==> src/rtl/spmmio_tape_out.sv <==
// MMIO cassette-output encoder: byte FIFO plus leader counter, serialised
// MSB-first as FM bit cells on tape_in, with a square-wave monitor on tape_audio.
module spmmio_tape_out #(
  parameter int fifo_depth     = 8,
  parameter int default_period = 2175
) (
  input  logic        clk,
  input  logic        reset,
  input  logic        clk_3mhz_en,
  input  logic [0:13] adr,
  input  logic        cs,
  input  logic [0:3]  sel,
  input  logic        we,
  input  logic [0:31] d,
  output logic [0:31] q,
  input  logic        cs1_cntrl,
  output logic        tape_in,
  output logic [0:15] tape_audio
);
  localparam int            PW    = (fifo_depth > 1) ? $clog2(fifo_depth) : 1;
  localparam logic [3:0]    DEPTH = 4'(fifo_depth);
  localparam logic [PW-1:0] LAST  = PW'(fifo_depth - 1);
  localparam logic [11:0]   DEF_P = 12'(default_period);

  typedef enum logic [1:0] {IDLE, LEADER, DATA} state_t;

  function automatic logic [11:0] clamp_period(input logic [11:0] p);
    return (p < 12'd4) ? 12'd4 : p;
  endfunction

  function automatic logic [PW-1:0] ptr_inc(input logic [PW-1:0] p);
    return (p == LAST) ? '0 : p + 1'b1;
  endfunction

  state_t        state, state_nxt;
  logic [11:0]   cell_cnt, cell_cnt_nxt, cell_p, cell_p_nxt;
  logic [7:0]    shift, shift_nxt;
  logic [2:0]    bit_idx, bit_idx_nxt;
  logic          tape_nxt, pop, leader_dec, underrun_set;
  logic [15:0]   leader_left;
  logic          enable, underrun, overflow;
  logic [11:0]   period;
  logic [15:0]   leader_cnt;
  logic [7:0]    fifo_mem [fifo_depth];
  logic [PW-1:0] wr_ptr, rd_ptr;
  logic [3:0]    count;

  logic wr, wr_ctrl, wr_data, wr_lead, push, push_ok, disable_wr;
  logic full, empty, busy, tick, cur_bit;
  logic unused_bits;

  assign wr         = cs & we;
  assign wr_ctrl    = wr && (adr[11:13] == 3'd0);
  assign wr_data    = wr && (adr[11:13] == 3'd1);
  assign wr_lead    = wr && (adr[11:13] == 3'd2);
  assign full       = (count == DEPTH);
  assign empty      = (count == 4'd0);
  assign push       = wr_data & sel[3];
  assign push_ok    = push & ~full;
  assign disable_wr = wr_ctrl & sel[1] & ~d[15];
  assign busy       = (state != IDLE);
  assign tick       = clk_3mhz_en & cs1_cntrl;
  assign cur_bit    = (state == DATA) & shift[7];
  assign unused_bits = ^{adr[0:10], d[0], d[3:14]};

  // Cell sequencer: only ticks with the motor on advance anything
  always_comb begin
    state_nxt    = state;
    cell_cnt_nxt = cell_cnt;
    cell_p_nxt   = cell_p;
    shift_nxt    = shift;
    bit_idx_nxt  = bit_idx;
    tape_nxt     = tape_in;
    pop          = 1'b0;
    leader_dec   = 1'b0;
    underrun_set = 1'b0;
    leader_left  = leader_cnt;
    if (tick) begin
      if (state == IDLE) begin
        cell_cnt_nxt = 12'd0;
        if (enable && (leader_cnt != 16'd0)) begin
          state_nxt    = LEADER;
          tape_nxt     = ~tape_in;
          cell_cnt_nxt = 12'd1;
          cell_p_nxt   = clamp_period(period);
        end else if (enable && !empty) begin
          state_nxt    = DATA;
          pop          = 1'b1;
          shift_nxt    = fifo_mem[rd_ptr];
          bit_idx_nxt  = 3'd0;
          tape_nxt     = ~tape_in;
          cell_cnt_nxt = 12'd1;
          cell_p_nxt   = clamp_period(period);
        end
      end else begin
        if (cell_cnt == 12'd0)
          tape_nxt = ~tape_in;
        else if (cur_bit && (cell_cnt == {1'b0, cell_p[11:1]}))
          tape_nxt = ~tape_in;
        if (cell_cnt == cell_p - 12'd1) begin
          cell_cnt_nxt = 12'd0;
          cell_p_nxt   = clamp_period(period);
          if ((state == DATA) && (bit_idx != 3'd7)) begin
            bit_idx_nxt = bit_idx + 3'd1;
            shift_nxt   = {shift[6:0], 1'b0};
          end else begin
            leader_dec  = (state == LEADER);
            leader_left = (state == LEADER) ? leader_cnt - 16'd1 : leader_cnt;
            if (leader_left != 16'd0) begin
              state_nxt = LEADER;
            end else if (!empty) begin
              state_nxt   = DATA;
              pop         = 1'b1;
              shift_nxt   = fifo_mem[rd_ptr];
              bit_idx_nxt = 3'd0;
            end else begin
              state_nxt    = IDLE;
              underrun_set = 1'b1;
            end
          end
        end else begin
          cell_cnt_nxt = cell_cnt + 12'd1;
        end
      end
    end
  end

  always_ff @(posedge clk) begin
    if (push_ok) fifo_mem[wr_ptr] <= d[24:31];
    shift <= shift_nxt;
  end

  // Control state; bus writes land after the sequencer so they win on collisions
  always_ff @(posedge clk) begin
    if (reset) begin
      state      <= IDLE;
      cell_cnt   <= 12'd0;
      cell_p     <= clamp_period(DEF_P);
      bit_idx    <= 3'd0;
      tape_in    <= 1'b0;
      enable     <= 1'b0;
      period     <= DEF_P;
      leader_cnt <= 16'd0;
      underrun   <= 1'b0;
      overflow   <= 1'b0;
      wr_ptr     <= '0;
      rd_ptr     <= '0;
      count      <= 4'd0;
    end else begin
      state    <= state_nxt;
      cell_cnt <= cell_cnt_nxt;
      cell_p   <= cell_p_nxt;
      bit_idx  <= bit_idx_nxt;
      tape_in  <= tape_nxt;
      if (push_ok) wr_ptr <= ptr_inc(wr_ptr);
      if (pop)     rd_ptr <= ptr_inc(rd_ptr);
      count <= count + {3'd0, push_ok} - {3'd0, pop};
      if (leader_dec) leader_cnt <= leader_cnt - 16'd1;
      if (wr_data && sel[0] && d[1]) underrun <= 1'b0;
      if (wr_data && sel[0] && d[2]) overflow <= 1'b0;
      if (underrun_set)  underrun <= 1'b1;
      if (push && full)  overflow <= 1'b1;
      if (wr_ctrl) begin
        if (sel[1]) enable       <= d[15];
        if (sel[2]) period[11:8] <= d[20:23];
        if (sel[3]) period[7:0]  <= d[24:31];
      end
      if (wr_lead) begin
        if (sel[2]) leader_cnt[15:8] <= d[16:23];
        if (sel[3]) leader_cnt[7:0]  <= d[24:31];
      end
      if (disable_wr) begin
        state      <= IDLE;
        cell_cnt   <= 12'd0;
        bit_idx    <= 3'd0;
        tape_in    <= 1'b0;
        leader_cnt <= 16'd0;
        wr_ptr     <= '0;
        rd_ptr     <= '0;
        count      <= 4'd0;
      end
    end
  end

  always_comb begin
    q = '0;
    case (adr[11:13])
      3'd0: begin
        q[15]    = enable;
        q[20:31] = period;
      end
      3'd1: begin
        q[0]    = busy;
        q[1]    = underrun;
        q[2]    = overflow;
        q[3]    = full;
        q[4]    = empty;
        q[8:11] = count;
        q[16]   = cs1_cntrl;
      end
      3'd2:    q[16:31] = leader_cnt;
      default: q = '0;
    endcase
  end

  assign tape_audio = (busy && cs1_cntrl) ? (tape_in ? 16'h4000 : 16'hC000) : 16'h0000;
endmodule

==> config.mk <==
export PLATFORM = sky130hd
export DESIGN_NAME = spmmio_tape_out
export DESIGN_NICKNAME = d
export VERILOG_FILES = /design/src/rtl/spmmio_tape_out.sv
export SDC_FILE = /design/constraint.sdc
export NUM_CORES = 1
export LEC_CHECK = 0
export BUFFER_PORTS_ARGS = -buffer_cell sky130_fd_sc_hd__buf_4
export CAP_MARGIN = 20
export CELL_PAD_IN_SITES_DETAIL_PLACEMENT = 0
export CELL_PAD_IN_SITES_GLOBAL_PLACEMENT = 1
export CORE_MARGIN = 3
export CORE_UTILIZATION = 30
export DETAILED_ROUTE_END_ITERATION = 16
export GPL_ROUTABILITY_DRIVEN = 0
export PLACE_DENSITY = 0.58
export SYNTH_ARGS = -nofsm -noshare
export SYNTH_HDL_FRONTEND = slang
export SYNTH_SLANG_ARGS = --single-unit
export TNS_END_PERCENT = 100
==> constraint.sdc <==
create_clock -name clk -period 6.35 [get_ports clk]
set_input_delay 0.9525 -clock clk [delete_from_list [all_inputs] [get_ports clk]]
set_output_delay 0.9525 -clock clk [all_outputs]
set_load 0.01 [all_outputs]
==> reports/summary.json <==
{
  "outcome": {
    "outcome": "completed"
  },
  "power": {
    "power_mw": 2.107,
    "p_per_area_nw_per_um2": 233.5,
    "cellLeakagePower_nw": 3.304,
    "ir_drop_uv": 130.0
  },
  "placement": {
    "place.detailed.hpwl_um": 15240,
    "number_of_i_o_port_buffers": 60,
    "placement.setup.worst_slack_ns": 2.036,
    "placed_cells_incl_taps": 1112
  },
  "synthesis": {
    "ys_ff_latch": 146,
    "synth_area_um2": 7719,
    "yosys_most_used_dff": "sky130_fd_sc_hd__dfxtp_1",
    "synthesized_area_per_cell_um2": 10.09,
    "synth_enable_flop_cells": 72,
    "post_synth_inst_count": 765,
    "yosysSeqAreaShare": 0.4720,
    "ys_types": 70,
    "yosysWarnings": 0,
    "synth_async_sr_flop_share": 0
  },
  "timing": {
    "min_period_over_period": 0.6843,
    "maxSlewViolCount": 0,
    "fmax_ghz": 0.2301,
    "clk_skew_ns": 0.01852,
    "final.setup.worst_slack_ns": 2.005,
    "period_needed_ns": 4.345,
    "timing.final.hold_violations": 0,
    "max_slew_headroom": 0.2715,
    "rsz0062_at_grt": "no",
    "finalSetupViolCount": 0,
    "setup_tns_ns": 0,
    "tightestPinTransition_ns": 1.086
  },
  "critical_path": {
    "crit_path_start_kind": "flip-flop",
    "worst-setup-path-type": "reg -> reg",
    "crit_path_max_fanout": 14,
    "endpoint_kind": "flip-flop",
    "worst-r2r-setup-slack_ns": 2.00,
    "setup.worst_path.start": "cell_p[0]",
    "worst-endpoint-required_ns": 6.69,
    "critical_path.reg2reg.startpoint": "cell_p[0]",
    "worst-r2r-cell-count": 9,
    "worst_ep_arrival_time_ns": 4.68
  },
  "clocking": {
    "ctsResizeCount": 0,
    "cts_tree": "done",
    "max-clock-path-buffers": 2,
    "cts.root.buffer_cell": "sky130_fd_sc_hd__clkbuf_16",
    "clock_transition_at_the_registers_of_the_reported_paths_ns": 0.07,
    "worstSkewPairLatency_ns": 0.43,
    "cts-hold-fix-buffers": 0,
    "tritoncts.num_buffers": 17,
    "h-tree-depth": 4,
    "numClockSinks": 146,
    "cts_setup_buffers": 0
  },
  "route": {
    "routedWlPerCell_um": 19.03,
    "route.detailed.drc": 0,
    "wl_um": 21770,
    "via_count": 6054,
    "drt.antenna.violating_nets": 0,
    "avgViaCountPerCell": 5.292,
    "detailedRoute.firstIterationViolations": 503,
    "detailedRoute.firstPassIterationCount": 5
  },
  "die": {
    "design.portCount": 105,
    "std_cell_rows": 58,
    "die_height_um": 166.4,
    "fp.dieW_um": 166.4,
    "design.core.area_um2": 25250,
    "die_area_um2": 27690,
    "start_util": 0.3056
  },
  "cells_and_area": {
    "share_of_cells_above_drive_strength_1": 0.1744,
    "layout.core_utilization": 0.3573,
    "fin_cells": 1144,
    "antenna_cells_inserted": 0,
    "finalNetCount": 874,
    "layout_commonest_cell": "sky130_fd_sc_hd__dfxtp_1",
    "syn_to_final_growth_pct": 16.89,
    "most-common-layout-cells": "sky130_fd_sc_hd__dfxtp_1, sky130_fd_sc_hd__buf_4, sky130_fd_sc_hd__edfxtp_1, sky130_fd_sc_hd__nand2_1, sky130_fd_sc_hd__nor2_1"
  },
  "hold_path": {
    "hold_class": "reg -> reg",
    "timing.hold.worst_endpoint": "underrun",
    "min_delay_path_depth": 2,
    "hold_start": "underrun"
  },
  "global_route": {
    "globalRouteTotalUtil": 0.1592,
    "maximum_number_of_pins_on_one_net_before_global_route_repair": 26,
    "grt_overflow_total": 0,
    "grt_first_pass_wirelength_um": 34490,
    "via_count_of_the_first_global_routing_pass": 5692,
    "initial_antenna_violation_count": 0
  },
  "run": {
    "number_of_maximum_capacitance_violations": 0
  }
}
-- through the flow --
step                      area [µm²]  hold slack, ns
after floorplan                 7790          0.4273
after global placement          8417          0.4458
after detailed placement        8417          0.4451
after CTS                       9022          0.4541
after global routing            9022          0.4912
final                           9022          0.4510
-- synthesized netlist by cell type, drive strengths merged, types with 5 or more instances --
master   count  area (µm²)
a21oi       26       130.1
a22o        14       122.6
and2        16       100.1
buf         31       206.4
clkbuf      44       165.2
dfxtp       74        1481
edfxtp      72        2162
ha          16       200.2
inv         18       67.56
mux2i       18       180.2
mux4        16       360.4
nand2       64       240.2
nand3       51       255.2
nand4       15       93.84
nor2        59       221.5
nor3        21       105.1
nor3b        5       37.54
nor4        19       125.1
o2111ai      7       61.31
o211ai      19       142.6
o21ai       21       105.1
or2          5       31.28
or3          8       50.05
or4          9       75.07
xnor2       16       140.1
xor2        25       219.0
-- state kept, by name, indices dropped and copies added (netlist names), named ones only --
name        count
cell_p         12
cell_cnt       12
fifo_mem       64
enable          1
underrun        1
tape_in         1
rd_ptr          3
leader_cnt     16
period         12
count           4
wr_ptr          3
overflow        1
state           2
shift           8
bit_idx         3
-- cells by family after synthesis --
family | after synthesis | synth area share
AOI/OAI and AO/OA | 135 | 0.1266
xor gates and xnor gates | 41 | 0.04652
adders and majority gates | 17 | 0.02853
buffers and inverters | 94 | 0.05738
DFF | 146 | 0.4720
muxes | 34 | 0.07003
other | 1 | 0.0004858
and+or+nand+nor | 297 | 0.1984
-- metal layers --
| layer | part of all wire | track usage | vias to the layer above | wire length [µm] |
|---|---|---|---|---|
| li1 | - | - | 2890 | - |
| met1 | 0.51 | 0.2404 | 3018 | 11010 |
| met2 | 0.44 | 0.2346 | 133 | 9685 |
| met3 | 0.038 | 0.03237 | 13 | 831 |
| met4 | 0.011 | 0.03659 | 0 | 242 |
| met5 | 0 | 0 | - | 0 |
-- layout make-up --
cell class | instances | area, µm²
Fill cell | 2597 | 16230
Inverter | 19 | 71.32
Tap cell | 330 | 412.9
Clock inverter | 15 | 180.2
Timing Repair Buffer | 73 | 548.0
Multi-Input combinational cell | 544 | 3741
Clock buffer | 17 | 425.4
Sequential cell | 146 | 3643
-- critical path, stage by stage, from the launching register on --
cell                        delay, ns
sky130_fd_sc_hd__dfxtp_1         0.49
sky130_fd_sc_hd__inv_1           0.08
sky130_fd_sc_hd__ha_1            0.29
sky130_fd_sc_hd__or2_2           0.30
sky130_fd_sc_hd__a2111oi_0       0.33
sky130_fd_sc_hd__o21ai_0         0.18
sky130_fd_sc_hd__a211oi_1        0.93
sky130_fd_sc_hd__nand4_1         0.80
sky130_fd_sc_hd__a211oi_2        0.56
sky130_fd_sc_hd__mux2i_1         0.29
-- how the worst max path moves through the flow --
stage / slack (ns) / to / cells after the start
2_1_floorplan: 2.23 / count[2] / 19
3_3_place_gp: 2.04 / flip-flop / 9
3_5_place_dp: 2.04 / flip-flop / 9
4_1_cts: 2.01 / flip-flop / 9
5_1_grt: 1.70 / flip-flop / 9
6_report: 2.00 / flip-flop / 9
-- where the power goes --
group	switching (mW)	internal (mW)
logic	0.0612	0.0310
clock network	0.489	0.534
registers	0.00427	0.988
No activity file was read; power rests on OpenSTA's default activity.
